### src/rtl/regr_point_gate.sv
// -----------------------------------------------------------------------------
// regr_point_gate
//
// Purpose:
//   Front end for the linear-regression stage. Scans one frame of the
//   per-pixel mask stream and forwards the (x, y) coordinates of qualifying
//   pixels as single-cycle valid pulses. A pixel qualifies when it is masked,
//   lies inside the active area, sits on the decimation grid, and the per-frame
//   point cap has not been reached. After the frame's last active pixel, one
//   tabulate pulse is issued (only if at least one point was forwarded).
//   Further frames are then held off until the regression reports a result or
//   a timeout expires.
//
// Ports:
//   clk_in              system clock
//   rst_in              synchronous active-high reset (shared with regression)
//   hcount_in[10:0]     current pixel column
//   vcount_in[9:0]      current pixel row
//   mask_in             pixel passes the colour threshold
//   enable_in           allow collection of a new frame
//   regr_valid_in       regression result valid (one-cycle pulse)
//   x_out[10:0]         forwarded point x (held between pulses)
//   y_out[9:0]          forwarded point y (held between pulses)
//   valid_out           x_out/y_out valid for one cycle
//   tabulate_out        one-cycle request to compute the fit
//   busy_out            high whenever the gate is not idle
//   point_count_out     points forwarded in the last completed frame
//   low_conf_out        last completed frame had fewer than MIN_POINTS points
//   timeout_out         last wait for a result ended by timeout
//   frames_skipped_out  frame starts ignored while waiting (saturating)
// -----------------------------------------------------------------------------
module regr_point_gate #(
    parameter int H_ACTIVE       = 1024,
    parameter int V_ACTIVE       = 768,
    parameter int SKIP_LOG2      = 1,
    parameter int MAX_POINTS     = 65535,
    parameter int MIN_POINTS     = 8,
    parameter int TIMEOUT_CYCLES = 4096
) (
    input  logic        clk_in,
    input  logic        rst_in,
    input  logic [10:0] hcount_in,
    input  logic [9:0]  vcount_in,
    input  logic        mask_in,
    input  logic        enable_in,
    input  logic        regr_valid_in,
    output logic [10:0] x_out,
    output logic [9:0]  y_out,
    output logic        valid_out,
    output logic        tabulate_out,
    output logic        busy_out,
    output logic [15:0] point_count_out,
    output logic        low_conf_out,
    output logic        timeout_out,
    output logic [7:0]  frames_skipped_out
);

    localparam int              TW      = $clog2(TIMEOUT_CYCLES + 1);
    localparam logic [10:0]     H_LAST  = 11'(H_ACTIVE - 1);
    localparam logic [9:0]      V_LAST  = 10'(V_ACTIVE - 1);
    localparam logic [15:0]     MAX_P   = 16'(MAX_POINTS);
    localparam logic [15:0]     MIN_P   = 16'(MIN_POINTS);
    localparam logic [TW-1:0]   TO_LAST = TW'(TIMEOUT_CYCLES - 1);

    typedef enum logic [2:0] {
        S_IDLE,
        S_COLLECT,
        S_FLUSH,
        S_TAB,
        S_WAIT_RES
    } state_t;

    state_t         r_state;
    state_t         w_state_next;

    logic [15:0]    r_count;
    logic [TW-1:0]  r_timer;
    logic [10:0]    r_x;
    logic [9:0]     r_y;
    logic           r_valid;
    logic           r_tab;
    logic [15:0]    r_point_count;
    logic           r_low_conf;
    logic           r_timeout;
    logic [7:0]     r_skipped;

    logic           w_fs;
    logic           w_lp;
    logic           w_pix_ok;
    logic           w_dec_ok;
    logic           w_start;
    logic           w_timeout_hit;
    logic [15:0]    w_count_base;
    logic           w_accept;
    logic [10:0]    w_h_low;
    logic [9:0]     w_v_low;

    // Decimation: gather the low SKIP_LOG2 bits of each count; any set bit
    // puts the pixel off the sampling grid.
    genvar gi;
    generate
        for (gi = 0; gi < 11; gi++) begin : g_hdec
            assign w_h_low[gi] = (gi < SKIP_LOG2) ? hcount_in[gi] : 1'b0;
        end
        for (gi = 0; gi < 10; gi++) begin : g_vdec
            assign w_v_low[gi] = (gi < SKIP_LOG2) ? vcount_in[gi] : 1'b0;
        end
    endgenerate

    assign w_dec_ok = ~(|w_h_low) && ~(|w_v_low);
    assign w_fs     = (hcount_in == 11'd0) && (vcount_in == 10'd0);
    assign w_lp     = (hcount_in == H_LAST) && (vcount_in == V_LAST);
    assign w_pix_ok = mask_in && (hcount_in <= H_LAST) && (vcount_in <= V_LAST) && w_dec_ok;

    // Next-state logic.
    always_comb begin
        w_state_next  = r_state;
        w_start       = 1'b0;
        w_timeout_hit = 1'b0;
        case (r_state)
            S_IDLE: begin
                if (w_fs && enable_in) begin
                    w_start      = 1'b1;
                    // A degenerate one-pixel frame is both FS and LP.
                    w_state_next = w_lp ? S_FLUSH : S_COLLECT;
                end
            end
            S_COLLECT: begin
                if (w_lp) begin
                    w_state_next = S_FLUSH;
                end
            end
            S_FLUSH: begin
                // Never ask the regression to fit an empty point set.
                w_state_next = (r_count == 16'd0) ? S_IDLE : S_TAB;
            end
            S_TAB: begin
                w_state_next = S_WAIT_RES;
            end
            S_WAIT_RES: begin
                if (regr_valid_in) begin
                    w_state_next = S_IDLE;
                end else if (r_timer >= TO_LAST) begin
                    w_state_next  = S_IDLE;
                    w_timeout_hit = 1'b1;
                end
            end
            default: begin
                w_state_next = S_IDLE;
            end
        endcase
    end

    // The frame-start pixel is judged against a freshly cleared count, so it
    // can be accepted in the same cycle the gate leaves IDLE.
    assign w_count_base = w_start ? 16'd0 : r_count;
    assign w_accept     = (w_start || (r_state == S_COLLECT)) && w_pix_ok && (w_count_base < MAX_P);

    always_ff @(posedge clk_in) begin
        if (rst_in) begin
            r_state <= S_IDLE;
        end else begin
            r_state <= w_state_next;
        end
    end

    always_ff @(posedge clk_in) begin
        if (rst_in) begin
            r_count       <= 16'd0;
            r_timer       <= '0;
            r_x           <= 11'd0;
            r_y           <= 10'd0;
            r_valid       <= 1'b0;
            r_tab         <= 1'b0;
            r_point_count <= 16'd0;
            r_low_conf    <= 1'b0;
            r_timeout     <= 1'b0;
            r_skipped     <= 8'd0;
        end else begin
            r_valid <= w_accept;
            if (w_accept) begin
                r_x <= hcount_in;
                r_y <= vcount_in;
            end

            if (w_start) begin
                r_count <= w_accept ? 16'd1 : 16'd0;
            end else if (w_accept) begin
                r_count <= r_count + 16'd1;
            end

            // Registered so the pulse lands one cycle after FLUSH, which is
            // always after the last possible valid_out of the frame.
            r_tab <= (r_state == S_FLUSH) && (r_count != 16'd0);

            if (r_state == S_FLUSH) begin
                r_point_count <= r_count;
                r_low_conf    <= (r_count < MIN_P);
            end

            // The timer starts at 1 so that it counts cycles since the
            // tabulate pulse; the gate is idle TIMEOUT_CYCLES after it.
            if (r_state == S_TAB) begin
                r_timer   <= TW'(1);
                r_timeout <= 1'b0;
            end else if (r_state == S_WAIT_RES) begin
                r_timer <= r_timer + TW'(1);
            end

            if (w_timeout_hit) begin
                r_timeout <= 1'b1;
            end

            if ((r_state == S_WAIT_RES) && w_fs && (r_skipped != 8'hFF)) begin
                r_skipped <= r_skipped + 8'd1;
            end
        end
    end

    assign x_out              = r_x;
    assign y_out              = r_y;
    assign valid_out          = r_valid;
    assign tabulate_out       = r_tab;
    assign busy_out           = (r_state != S_IDLE);
    assign point_count_out    = r_point_count;
    assign low_conf_out       = r_low_conf;
    assign timeout_out        = r_timeout;
    assign frames_skipped_out = r_skipped;

endmodule

### config.mk
export PLATFORM = sky130hd
export DESIGN_NAME = regr_point_gate
export DESIGN_NICKNAME = d
export VERILOG_FILES = /design/src/rtl/regr_point_gate.sv
export SDC_FILE = /design/constraint.sdc
export NUM_CORES = 1
export LEC_CHECK = 0
export CAP_MARGIN = 40
export CORE_MARGIN = 8
export CORE_UTILIZATION = 48
export CTS_BUF_LIST = sky130_fd_sc_hd__clkbuf_2
export CTS_CLUSTER_SIZE = 10
export DETAILED_ROUTE_END_ITERATION = 10
export PLACE_DENSITY = 0.83
export SYNTH_ARGS = -nofsm -noshare
export SYNTH_HDL_FRONTEND = slang
export SYNTH_SLANG_ARGS = --single-unit
### constraint.sdc
create_clock -name clk_in -period 1.9 [get_ports clk_in]
set_input_delay 0.38 -clock clk_in [delete_from_list [all_inputs] [get_ports clk_in]]
set_output_delay 0.38 -clock clk_in [all_outputs]
set_load 0.02 [all_outputs]
### Word-level counts from Yosys, hierarchy flattened

Cells that the tools add are included.

* add/subtract/negate cells: 3
* multipliers: 0
* divide/modulo/power cells: 0
* $lt $le $gt $ge: 5
* eq/ne operators: 10
* shifts and indexed selects: 0
* muxes and demuxes: 20
* bitwise logic cells: 2
* reduce and logical (&&, ||, !) cells: 24

Operators by type and width (count)
* $mux 16: 3
* $add 16x1->16 const B: 1
* $logic_not 16->1: 1
* $lt 16x16->1 const B: 1
* $lt 16x4->1 const B: 1
* $reduce_bool 16->1: 1
* $pmux 3 s5: 1
* $add 13x1->13 const B: 1
* $ge 13x12->1 const B: 1
* $logic_and 1x1->1: 12
* $mux 3: 4
* $eq 11x10->1 const B: 1
* $le 11x10->1 const B: 1
* $logic_not 11->1: 1
* $eq 10x10->1 const B: 1
* $le 10x10->1 const B: 1
* $logic_not 10->1: 1
* $mux 1: 10
* $add 8x1->8 const B: 1
* $ne 8x8->1 const B: 1
* $eq 3x2->1 const B: 2
* $reduce_bool 2->1: 3
* $mux 2: 2
* $ne 2x2->1 const B: 2
* other kinds (9): 10

* register bits after elaboration: 81
* bits in latches: 0
* RAM bits: 0
* memory bits (read-only): 0
* bits of input ports: 26
* output and inout bits: 50
* logic and storage cells: 76
* memories: 0

### Logic depth before layout (Yosys ltp)

Gate-level depths: netlist of run 1.

* depth after elaboration: 10
* mapped depth: 9
* gate-level depth less buffers: 6

### Least setup slack after synthesis of run 1

No wires, ideal clock.

* kind: input -> register
* start point: input port hcount_in[2]
* end point: register r_count[12]
* setup time: 0.070 ns
* data arrival time: 1.946 ns
* data required time: 1.830 ns
* setup slack: -0.116 ns
* stages: 7
* buffers on the path: 2
* cells stage by stage: nor4_2 nand4_2 o21ba_1 buf_6 buf_6 or4_1 a21oi_1

* longest elaborated chain between the ends: 9
* elaborated cells between the ends (all ways): 16
* classes of those cells: 2 x order compare; 4 x mux; 10 x reduce/logical

RTL lines
* start: declaration: line 42 `input logic [10:0] hcount_in,`
* $logic_not 11->1: line 111 `assign w_fs = (hcount_in == 11'd0) && (vcount_in == 10'd0);`
* $logic_and 1x1->1: line 111
* $logic_and 1x1->1: line 122 `if (w_fs && enable_in) begin`
* $mux 1: line 122
* $mux 1: line 120 `case (r_state)`
* $mux 16 or $logic_or 1x1->1 (tied branches): line 156, 157
* $lt 16x16->1 or $logic_and 1x1->1 (tied branches): line 157 `assign w_accept = (w_start || (r_state == S_COLLECT)) && w_pix_ok && (w_count_base < MAX_P);`
* $logic_and 1x1->1: line 157
* $reduce_bool 2->1 (no line)
* end signal: assignment: line 187 `r_count <= w_accept ? 16'd1 : 16'd0;`
* end signal: assignment: line 189 `r_count <= r_count + 16'd1;`
* end: declaration: line 76 `logic [15:0] r_count;`

Parallel ways exist; a longest one is shown, timed or not.
A chain may end at the register's enable or synchronous reset.

### Worst setup path after layout of run 1

* start point: input port mask_in
* end point: register r_count[13]

* longest elaborated chain between the ends: 6

RTL lines
* start: declaration: line 44 `input logic mask_in,`
* $logic_and 1x1->1 (3 in a row): line 113 `assign w_pix_ok = mask_in && (hcount_in <= H_LAST) && (vcount_in <= V_LAST) && w_dec_ok;`
* $logic_and 1x1->1 (2 in a row): line 157
* $reduce_bool 2->1 (no line)

No other way between the ends.

==> results of run 1 <==
-- worst max-delay path by stage --
stage          slack [ns]           to         start  cells past startpoint
2_1_floorplan       -0.05  r_count[13]  vcount_in[8]                      7
3_3_place_gp        -0.60  r_count[13]  vcount_in[0]                      6
3_5_place_dp        -0.70   r_count[4]  vcount_in[0]                      6
4_1_cts              -0.1  r_count[14]    r_count[1]                      7
5_1_grt             -0.21  r_count[13]       mask_in                      8
6_report            -0.18  r_count[13]       mask_in                      8
-- sequential cells by signal, summed over array words and instances (netlist names), 3 cells and up --
register and flops:
point_count_out 16, r_count 16, r_timer 13, x_out 11, y_out 10, frames_skipped_out 8
r_state 3
-- cells by family after synthesis --
| group | after synthesis | share of synthesized area (%) |
|---|---|---|
| adder cells (fa/ha/maj) | 4 | 1.383 |
| XOR/XNOR | 12 | 2.904 |
| multiplexers | 2 | 0.5531 |
| AO/OA/AOI/OAI | 113 | 17.42 |
| flip-flops | 81 | 44.80 |
| buffers and inverters | 37 | 4.874 |
| AND/OR/NAND/NOR | 188 | 28.07 |
-- layer usage --
metal | vias up | track usage [%]
li1 | 1890 | -
met1 | 1986 | 23.69
met3 | 59 | 6.482
met2 | 256 | 36.86
met5 | - | 0
met4 | 0 | 9.344
-- cell usage in the layout, fill, tap and decap left out, types with 13 or more instances in the layout --
cell type,instances
o21ai_0,16
dfxtp_1,69
nand4_1,20
nor2_1,25
buf_4,69
nand2_1,47
buf_6,15
nand3_1,28
dlymetal6s2s_1,20
dlygate4sd2_1,41
a21oi_1,51
o21ai_2,13
-- worst max-delay path: stages --
cell             delay [ns]
clkdlybuf4s50_1        0.47
nor4b_2                0.39
nand3_4                0.15
o21bai_4               0.23
buf_12                 0.15
buf_6                  0.12
or4_1                  0.50
a21oi_1                0.17
-- power by group through the flow --
stage / registers (mW) / logic (mW) / clock network, mW
floorplan: 1.74 / 0.0471 / 0
global placement: 1.74 / 0.159 / 0
detailed placement: 1.74 / 0.162 / 0
CTS: 1.70 / 0.168 / 1.13
global route: 1.71 / 0.208 / 1.22
finish: 1.70 / 0.199 / 1.15
-- timing repair --
action,4_1_cts,5_1_grt
buffers inserted,3,12
pin swaps,4,34
gates cloned,2,5
resized for setup,61,102
endpoints found under the setup margin,83,52
-- layout make-up --
cell class / instances / area, um2 / area share (%)
multi-input combinational: 321 / 2116 / 37.69
sequential: 81 / 1637 / 29.15
clock inverter: 7 / 106.4 / 1.894
timing repair buffer: 164 / 1556 / 27.72
tap: 99 / 123.9 / 2.206
clock buffer: 9 / 45.04 / 0.8023
inverter: 8 / 30.03 / 0.5349
-- per-stage QoR --
| step | cells | setup WS (ns) | hold WS (ns) | util, % | setup TNS, ns |
|---|---|---|---|---|---|
| CTS | 672 | -0.09933 | 0.2317 | 70.14 | -0.09933 |
| detailed placement | 651 | -0.7027 | 0.4470 | 67.40 | -26.81 |
| global placement | 651 | -0.6007 | 0.4446 | 67.40 | -23.15 |
| floorplan | 437 | -0.04938 | 0.4578 | - | -0.1057 |
| finish | 689 | -0.1803 | 0.2149 | 76.99 | -0.8819 |
| global route | 689 | -0.2051 | 0.1936 | 76.99 | -2.005 |
==> impl_results.md, run 1 <==
* Global route total overflow at 0
* RSZ-0062 raised after global routing: yes
* Worst path arrival time at 2.55 ns
* CTS tree: done
* Highest routed layer: met4
* Fillers at 470
* CTS Sinks at between 80 and 90
* WL final at 13350 um
* M1 WL at 4944 um
* Initial Util at 49.64%
* Met3 WL at 1263 um
* Leading post-synthesis cells by cell area: dfxtp_1, a21oi_1, nand2_1
* Hold depth at 3
* Clock latency on the worst-skew pair at 0.53 ns
* H-tree lvl count at 3
* EDFF count, synth at 0
* I/O pin cnt at 76
* Die width at 102.8 um
* Crit Path Max Fanout at 6
* Cell taking the most area after synthesis: dfxtp_1
* Max_cap viols at 0
* Core box area at 7292 um2
* Register area share after synthesis at 44.80%
* Hold path endpoint: x_out[4]
* Die Span Y at just over 100 um
* Routed WL per cell at 19.38 um
* Met2 WL at approximately 6600 um
* Clock-pin slew on the worst setup and hold paths at 0.24 ns
* Syn_nets at 467
* Synth-to-layout area growth at 55.10%
* Placer Congestion at about 0.86
* Comb pwr share at 6.5%
* F_max at 0.4807 GHz
* Static Leak at 2.435 nW
* Final nets at around 620
* Seq pwr share at a little under three fifths
* Final setup vio count at 21
* Worst setup path class: in2reg
* First-pass GRT wire length at 18160 um
* Async S/R FF share, synth at 0%
* Port Buffers at 75
* Clock Tree Buf Depth at 2
* Clock Skews at 0.02803 ns
* Reg2reg start: r_count[5]
* Fin crit share at 109.5%
* Critical Path RT at 2.37 ns
* Site row count at 31
* Num CTS Buffers at 9
* Most common cell in the synthesized netlist: dfxtp_1
* Residual DRC at 0
* Power Total at 3.053 mW
* Initial DRC Count at roughly 280
* Drt pass-1 iters at 5
* Internal reg-to-reg setup slack at -0.12 ns
* Final hold vios at 0
* Ys flop type: dfxtp_1
* Hold Path Class: in2reg
* Slew Viols, Final at 0
* Synth cell count leaders: dfxtp_1, a21oi_1, nand2_1
* Area after DPL at 4915 um2
* Minimum clock period at 2.080 ns
* Initial antenna violation count at 0
* CP Launch Type: input port
* DRT antenna net count at 0
* Design internal power at 2.268 mW
* Vias/cell at 6.083
* Via count at ~4200
* Hold_buf cts at 0
* Post-DP HPWL at 7718 um
* Syn Std Cell Area at 3620 um2
* Vias in the first global route at about 4000
* Worst-Margin Slew at roughly 0.60 ns
* Status: finished, violations left
* Mean Syn Cell Area at 8.283 um2
* Post-synth top area share at 44.80%
* Synth Instances at 437
* Total Die Area at ~11000 um2
* Worst R2R Path Depth at 6
* Clock Power Share at 37.7%
* Post-synth cell types at 44
* Worst Setup Slack, final at -0.1803 ns
* Total global-route track usage at 21.33%
* Finished Cell Area at 5614 um2
* Root Buffer: clkbuf_2
* #FFs+latches synth at 81
* Switching part of the total at 25.70%
* Largest net degree at the start of global routing at 52
* Power Density at around 540 nW/um2
* Peak VDD IR at 0.0004064 V
* Antenna Cells at 0
* Max-slew headroom at about three fifths
* Fraction of layout instances using a drive strength above 1 at just under 30%
* Critical path endpoint category: flip-flop
* Failing checks: setup timing
* P_sw at 0.7848 mW
* Yosys warns at 0
* R2R Path End: r_count[14]
* Min-delay src: hcount_in[4]
Note: power is estimated with default switching activity, not from simulation.
==> inputs of run 2 (changes only) <==
--- a/config.mk
+++ b/config.mk
@@ -11,7 +11,7 @@
 export CTS_BUF_LIST = sky130_fd_sc_hd__clkbuf_2
 export CTS_CLUSTER_SIZE = 10
 export DETAILED_ROUTE_END_ITERATION = 10
-export PLACE_DENSITY = 0.83
+export PLACE_DENSITY = 0.86
 export SYNTH_ARGS = -nofsm -noshare
 export SYNTH_HDL_FRONTEND = slang
 export SYNTH_SLANG_ARGS = --single-unit
==> run 2 against run 1 <==
Against the previous run: the flow still finishes with violations (setup timing); global-route usage decreased by 0.42 points; final area decreased by 7.2%; non-clock buffer count down 18; clock power shrank 27%; sequential power barely moved; first-iteration DRC count decreased by 17%; routed wire length decreased by 13%; clock skew fell by 0.0054 ns; largest power group unchanged; highest routed layer unchanged.
==> impl_results.md, run 2 (same netlist as run 1, synthesis figures left out) <==
* Status: finished, violations left
* Failing checks: setup timing
* Hold depth at 4 (+1)
* I/O pin cnt at 76 (unchanged)
* Clock-pin slew on the worst setup and hold paths at 0.22 ns (-0.02 ns)
* Initial DRC Count at 232 (-17%)
* Residual DRC at 0 (unchanged)
* Total global-route track usage at 20.92% (-0.42 points)
* Critical path endpoint category: flip-flop
* Final setup vio count at 4 (-81%)
* Die width at 102.8 um (unchanged)
* Max_cap viols at 0 (unchanged)
* Power Total at 2.728 mW (-11%)
* Worst-Margin Slew at 0.5694 ns (-0.02653 ns)
* Most frequent cells in the layout: dfxtp_1, buf_4, a21oi_1
* Design internal power at 1.976 mW (-13%)
* Finished Cell Area at 5213 um2 (-7.2%)
* CP top delay family: simple AND/OR/NAND/NOR gates
* P_sw at 0.7528 mW (-4.1%)
* Hold Path Class: in2reg
* Peak VDD IR at 0.0003134 V (-23%)
* Max-slew headroom at 62.04% (+1.8 points)
* Fin crit share at 101.2% (-8.3 points)
* RSZ-0062 raised after global routing: yes
* Port Buffers at 75 (unchanged)
* Slew Viols, Final at 0 (unchanged)
* Crit-path cells: clkdlybuf4s50_1 > nor4b_4 > nand3_2 > o21bai_4 > buf_12 > or4_1 > a21oi_1
* Initial Util at 49.64% (unchanged)
* Largest net degree at the start of global routing at 52 (unchanged)
* Die Span Y at 102.8 um (unchanged)
* DP Worst Slack at -0.6612 ns (+0.04148 ns)
* Instance count on the critical path at 7 (-1)
* Clock Tree Buf Depth at 2 (unchanged)
* Num CTS Buffers at 9 (unchanged)
* Placer Congestion at 0.8237 (-3.7%)
* Final hold vios at 0 (unchanged)
* Vias in the first global route at 3857 (-1.2%)
* Largest stage delay, worst path at 0.50 ns (about the same)
* Drt pass-1 iters at 5 (unchanged)
* CP Launch Type: input port
* Utilization after layout at 71.48% (-5.5 points)
* Worst path arrival time at 2.41 ns (-0.14 ns)
* Global route total overflow at 0 (unchanged)
* Area after DPL at 4920 um2 (+0.10%)
* Comb pwr share at 6.7% (+0.2 points)
* Switching part of the total at 27.59% (+1.9 points)
* Critical Path Slowest Stage Cell: clkdlybuf4s50_1
* Clock Power Share at 30.9% (-6.8 points)
* Synth-to-layout area growth at 44.00%
* Routed WL per cell at 17.22 um (-11%)
* Antenna Cells at 0 (unchanged)
* Clock latency on the worst-skew pair at 0.56 ns (+0.03 ns)
* Static Leak at 2.081 nW (-15%)
* First-pass GRT wire length at 17550 um (-3.3%)
* Commonest non-fill, non-tap cell in the layout: dfxtp_1
* F_max at 0.5199 GHz (+8.2%)
* Hold_buf cts at 0 (unchanged)
* Vias/cell at 5.942 (-2.3%)
* H-tree lvl count at 3 (unchanged)
* CTS tree: done
* Total Die Area at 10580 um2 (unchanged)
* CTS Sinks at 81 (unchanged)
* Site row count at 31 (unchanged)
* Core box area at 7292 um2 (unchanged)
* Clock Skews at 0.02262 ns (-0.005415 ns)
* Seq pwr share at 62.3% (+6.5 points)
* Fraction of layout instances using a drive strength above 1 at 23.95% (-5.9 points)
* Final nets at 597 (-2.9%)
* Via count at 3987 (-4.9%)
* Critical path buffer and inverter count at 2 (-1)
* DRT antenna net count at 0 (unchanged)
* Power Density at 523.4 nW/um2 (-3.8%)
* WL final at 11550 um (-13%)
* Initial antenna violation count at 0 (unchanged)
* Critical Path RT at 2.38 ns (about the same)
* Root Buffer: clkbuf_2
* Worst R2R Path Depth at 6 (unchanged)
* Worst setup path class: in2reg
* Post-DP HPWL at 7892 um (+2.3%)
* Worst Setup Slack, final at -0.02352 ns (+0.1568 ns)
* Minimum clock period at 1.924 ns (-0.1568 ns)
* Crit Path Max Fanout at 16 (+10)
-- run 2: final timing paths --
path / endpoint / startpoint / slack [ns]
setup / recovery: r_count[13] / vcount_in[0] / -0.02
hold / removal: r_count[0] / rst_in / 0.24
setup reg to reg: r_count[14] / r_count[5] / 0
hold reg to reg: point_count_out[12] / point_count_out[12] / 0.47
-- run 2: metal layers --
metal  up-vias  share of wire, %  wire length (um)  global-route usage, %
met5         -                 0                 0                      0
met4         0               2.5               284                  8.454
met3        43                10              1165                  6.550
met2       214                49              5613                  37.36
met1      1876                39              4487                  22.39
li1       1854                 -                 -                      -
-- run 2: final cells by class --
class	count	area, um2
sequential	81	1644
inverter	8	30.03
clock inverter	7	52.55
clock buffer	9	45.04
timing repair buffer	146	1292
tap	99	123.9
multi-input combinational	321	2024
fill	546	2079
-- run 2: what timing repair did --
item | CTS | global route
setup buffers | 1 | 2
pin swaps | 7 | 11
setup endpoints to repair | 84 | 24
cloned | 0 | 4
gates resized for setup | 80 | 33
-- run 2: stage by stage --
stage / setup TNS (ns) / hold WS [ns] / std cells
after global routing: -0.2992 / 0.2312 / 671
after CTS: -0.02927 / 0.2276 / 666
after floorplan: -0.1057 / 0.4578 / 437
after detailed placement: -23.45 / 0.4533 / 650
final: -0.04701 / 0.2413 / 671
after global placement: -20.77 / 0.4439 / 650
-- run 2: worst reg2reg max path, stage by stage (launching register included) --
cell,delay (ns)
dfxtp_2,0.39
nand4_1,0.13
buf_4,0.18
or2_4,0.23
or3_4,0.33
or4_1,0.47
a21oi_1,0.14
-- run 2: power by group through the flow --
stage / sequential (mW) / combinational [mW] / clock (mW)
after floorplan: 1.74 / 0.0471 / 0
after global placement: 1.74 / 0.162 / 0
after detailed placement: 1.74 / 0.167 / 0
after CTS: 1.70 / 0.169 / 0.845
after global routing: 1.70 / 0.192 / 0.929
final: 1.70 / 0.183 / 0.844
==> inputs of run 3 (changes only) <==
--- a/config.mk
+++ b/config.mk
@@ -6,7 +6,7 @@
 export NUM_CORES = 1
 export LEC_CHECK = 0
 export CAP_MARGIN = 40
-export CORE_MARGIN = 8
+export CORE_MARGIN = 3
 export CORE_UTILIZATION = 48
 export CTS_BUF_LIST = sky130_fd_sc_hd__clkbuf_2
 export CTS_CLUSTER_SIZE = 10
==> run 3 against run 2 <==
Against the previous run: core utilization rose by 6.6 points; global-route usage up 4.8 points; via count up 9.6%; routed wire length up 27%; sequential share of layout area fell by 2.7 points; the run still ends with setup timing left; count of clock-buffer cells in the layout grew 1; sequential cell count did not move.
==> impl_results.md, run 3 (same netlist as run 1, synthesis figures left out) <==
* Status: finished, violations left
* Failing checks: setup timing
* Crit-path cells: buf_6 > nor3_4 > inv_2 > buf_6
* Fin crit share at 104.5% (+3.3 points)
* Clock Skews at 0.03808 ns (+0.01547 ns)
* Critical Path RT at 1.52 ns (-0.86 ns)
* DRT antenna net count at 0 (unchanged)
* Root Buffer: clkbuf_2
* Fraction of layout instances using a drive strength above 1 at 32.31% (+8.4 points)
* CTS tree: done
* F_max at 0.5036 GHz (-3.1%)
* Hold depth at 3 (-1)
* Worst path arrival time at 1.61 ns (-0.80 ns)
* I/O pin cnt at 76 (unchanged)
* Power Density at 482.9 nW/um2 (-7.7%)
* Most used cell, CP: buf_6
* Max-slew headroom at 55.08% (-7.0 points)
* Vias/cell at 6.362 (+7.1%)
* WL final at 14620 um (+27%)
* H-tree lvl count at 3 (unchanged)
* Die Span Y at 92.84 um (-9.7%)
* Site row count at 31 (unchanged)
* Worst Setup Slack, final at -0.08584 ns (-0.06232 ns)
* Min-delay src: hcount_in[3]
* Dpl cells at 652 (+0.31%)
* Reg2reg start: r_count[5]
* Final nets at 613 (+2.7%)
* CP Launch Type: flip-flop
* Hold Path Class: in2reg
* Die width at 92.84 um (-9.7%)
* Placer Congestion at 0.8874 (+7.7%)
* Drt pass-1 iters at 5 (unchanged)
* Final setup vio count at 37 (+33)
* Static Leak at 2.340 nW (+12%)
* Critical path endpoint category: primary output
* Num CTS Buffers at 9 (unchanged)
* Largest net degree at the start of global routing at 52 (unchanged)
* Max_cap viols at 0 (unchanged)
* Port Buffers at 75 (unchanged)
* Vias in the first global route at 3849 (-0.21%)
* Critical Path Slowest Stage Cell: dfxtp_4
* Total Die Area at 8619 um2 (-19%)
* Synth-to-layout area growth at 57.38%
* Core box area at 7292 um2 (unchanged)
* Final hold vios at 0 (unchanged)
* Clock Tree Buf Depth at 2 (unchanged)
* Antenna Cells at 0 (unchanged)
* Internal reg-to-reg setup slack at -0.08 ns (-0.08 ns)
* Utilization after layout at 78.12% (+6.6 points)
* Hold path endpoint: x_out[3]
* Peak VDD IR at 0.0003426 V (+9.3%)
* Largest stage delay, worst path at 0.42 ns (-0.08 ns)
* Initial Util at 49.64% (unchanged)
* Total global-route track usage at 25.73% (+4.8 points)
* Most frequent cells in the layout: dfxtp_1, buf_4, nand2_1
* Initial DRC Count at 470 (+100%)
* Residual DRC at 0 (unchanged)
* Worst setup path class: reg2out
* CTS Sinks at 81 (unchanged)
* Minimum clock period at 1.986 ns (+0.06232 ns)
* Commonest non-fill, non-tap cell in the layout: dfxtp_1
* Global route total overflow at 0 (unchanged)
* Clock-pin slew on the worst setup and hold paths at 0.26 ns (+0.04 ns)
* Clock latency on the worst-skew pair at 0.56 ns (about the same)
* Post-DP HPWL at 7417 um (-6.0%)
* Crit Path Max Fanout at 4 (-12)
* Non-Filler Instances at 687 (+2.4%)
* Worst-Margin Slew at 0.6738 ns (+0.1044 ns)
* Via count at 4371 (+9.6%)
* RSZ-0062 raised after global routing: yes
* R2R Path End: r_count[14]
* Initial antenna violation count at 0 (unchanged)
* Worst R2R Path Depth at 6 (unchanged)
* Routed WL per cell at 21.28 um (+24%)
* Slew Viols, Final at 0 (unchanged)
* First-pass GRT wire length at 17790 um (+1.3%)
* Fin Hold WS at 0.1329 ns (-0.1084 ns)
run 3: cell count changes in the layout (fill, tap and decap cells not counted), sizes merged:
cell	delta
dlymetal6s2s	+16
buf	+13
clkdlybuf4s50	-9
dlygate4sd2	-7
clkbuf	+2
inv	-2
clkinvlp	+1
o21bai	+1
or3	+1
run 3: critical path: cells and delay by family, from the launching register on:
family	cells	cell delay (ns)
DFF	1	0.42
buffers and inverters	3	0.35
and+or+nand+nor	1	0.27
run 3: timing repair:
action	4_1_cts	5_1_grt
gates resized for setup	79	108
hold endpoints to repair	0	0
hold buffers	0	0
buffers inserted	4	7
gates cloned	2	6
endpoints found under the setup margin	90	44
pin swaps	8	40
run 3: cell type report:
type / instances / area, um2
multi-input cells: 323 / 2320
flip-flops and latches: 81 / 1640
fillers: 448 / 1595
repair buffers: 160 / 1490
well taps: 99 / 123.9
clock buffers: 10 / 50.05
clock inverters: 6 / 42.54
inverters: 8 / 30.03
run 3: metrics by stage:
stage / TNS [ns] / power [mW] / area (um2) / setup WS (ns)
floorplan: -0.1057 / 1.783 / 3682 / -0.04938
global placement: -22.41 / 1.893 / 4922 / -0.5770
detailed placement: -27.22 / 1.895 / 4922 / -0.6702
CTS: -0.1026 / 2.679 / 5141 / -0.05844
global route: -2.340 / 2.823 / 5697 / -0.1245
finish: -1.508 / 2.751 / 5697 / -0.08584
run 3: worst max path at each step:
stage,cells past startpoint,endpoint,from,slack [ns]
2_1_floorplan,7,r_count[13],vcount_in[8],-0.05
3_3_place_gp,6,frames_skipped_out[5],hcount_in[6],-0.58
3_5_place_dp,6,r_count[9],vcount_in[0],-0.67
4_1_cts,7,r_count[14],r_count[1],-0.06
5_1_grt,7,r_count[11],r_state[2],-0.12
6_report,4,busy_out,r_state[0],-0.09
run 3: power by group:
part / switching [mW] / internal (mW) / leakage, nW
Combinational: 0.117 / 0.0930 / 1.62
Sequential: 0.0000000296 / 1.70 / 0.659
Clock: 0.659 / 0.179 / 0.0583
Total: 0.776 / 1.97 / 2.34
run 3: metal layers:
metal  global-route usage, %  vias to the layer above  wire [um]
li1                        -                     1895          -
met1                   29.72                     2047       5219
met2                   44.87                      333       7132
met3                   6.499                       96       1388
met4                   10.99                        0        878
met5                       0                        -          0
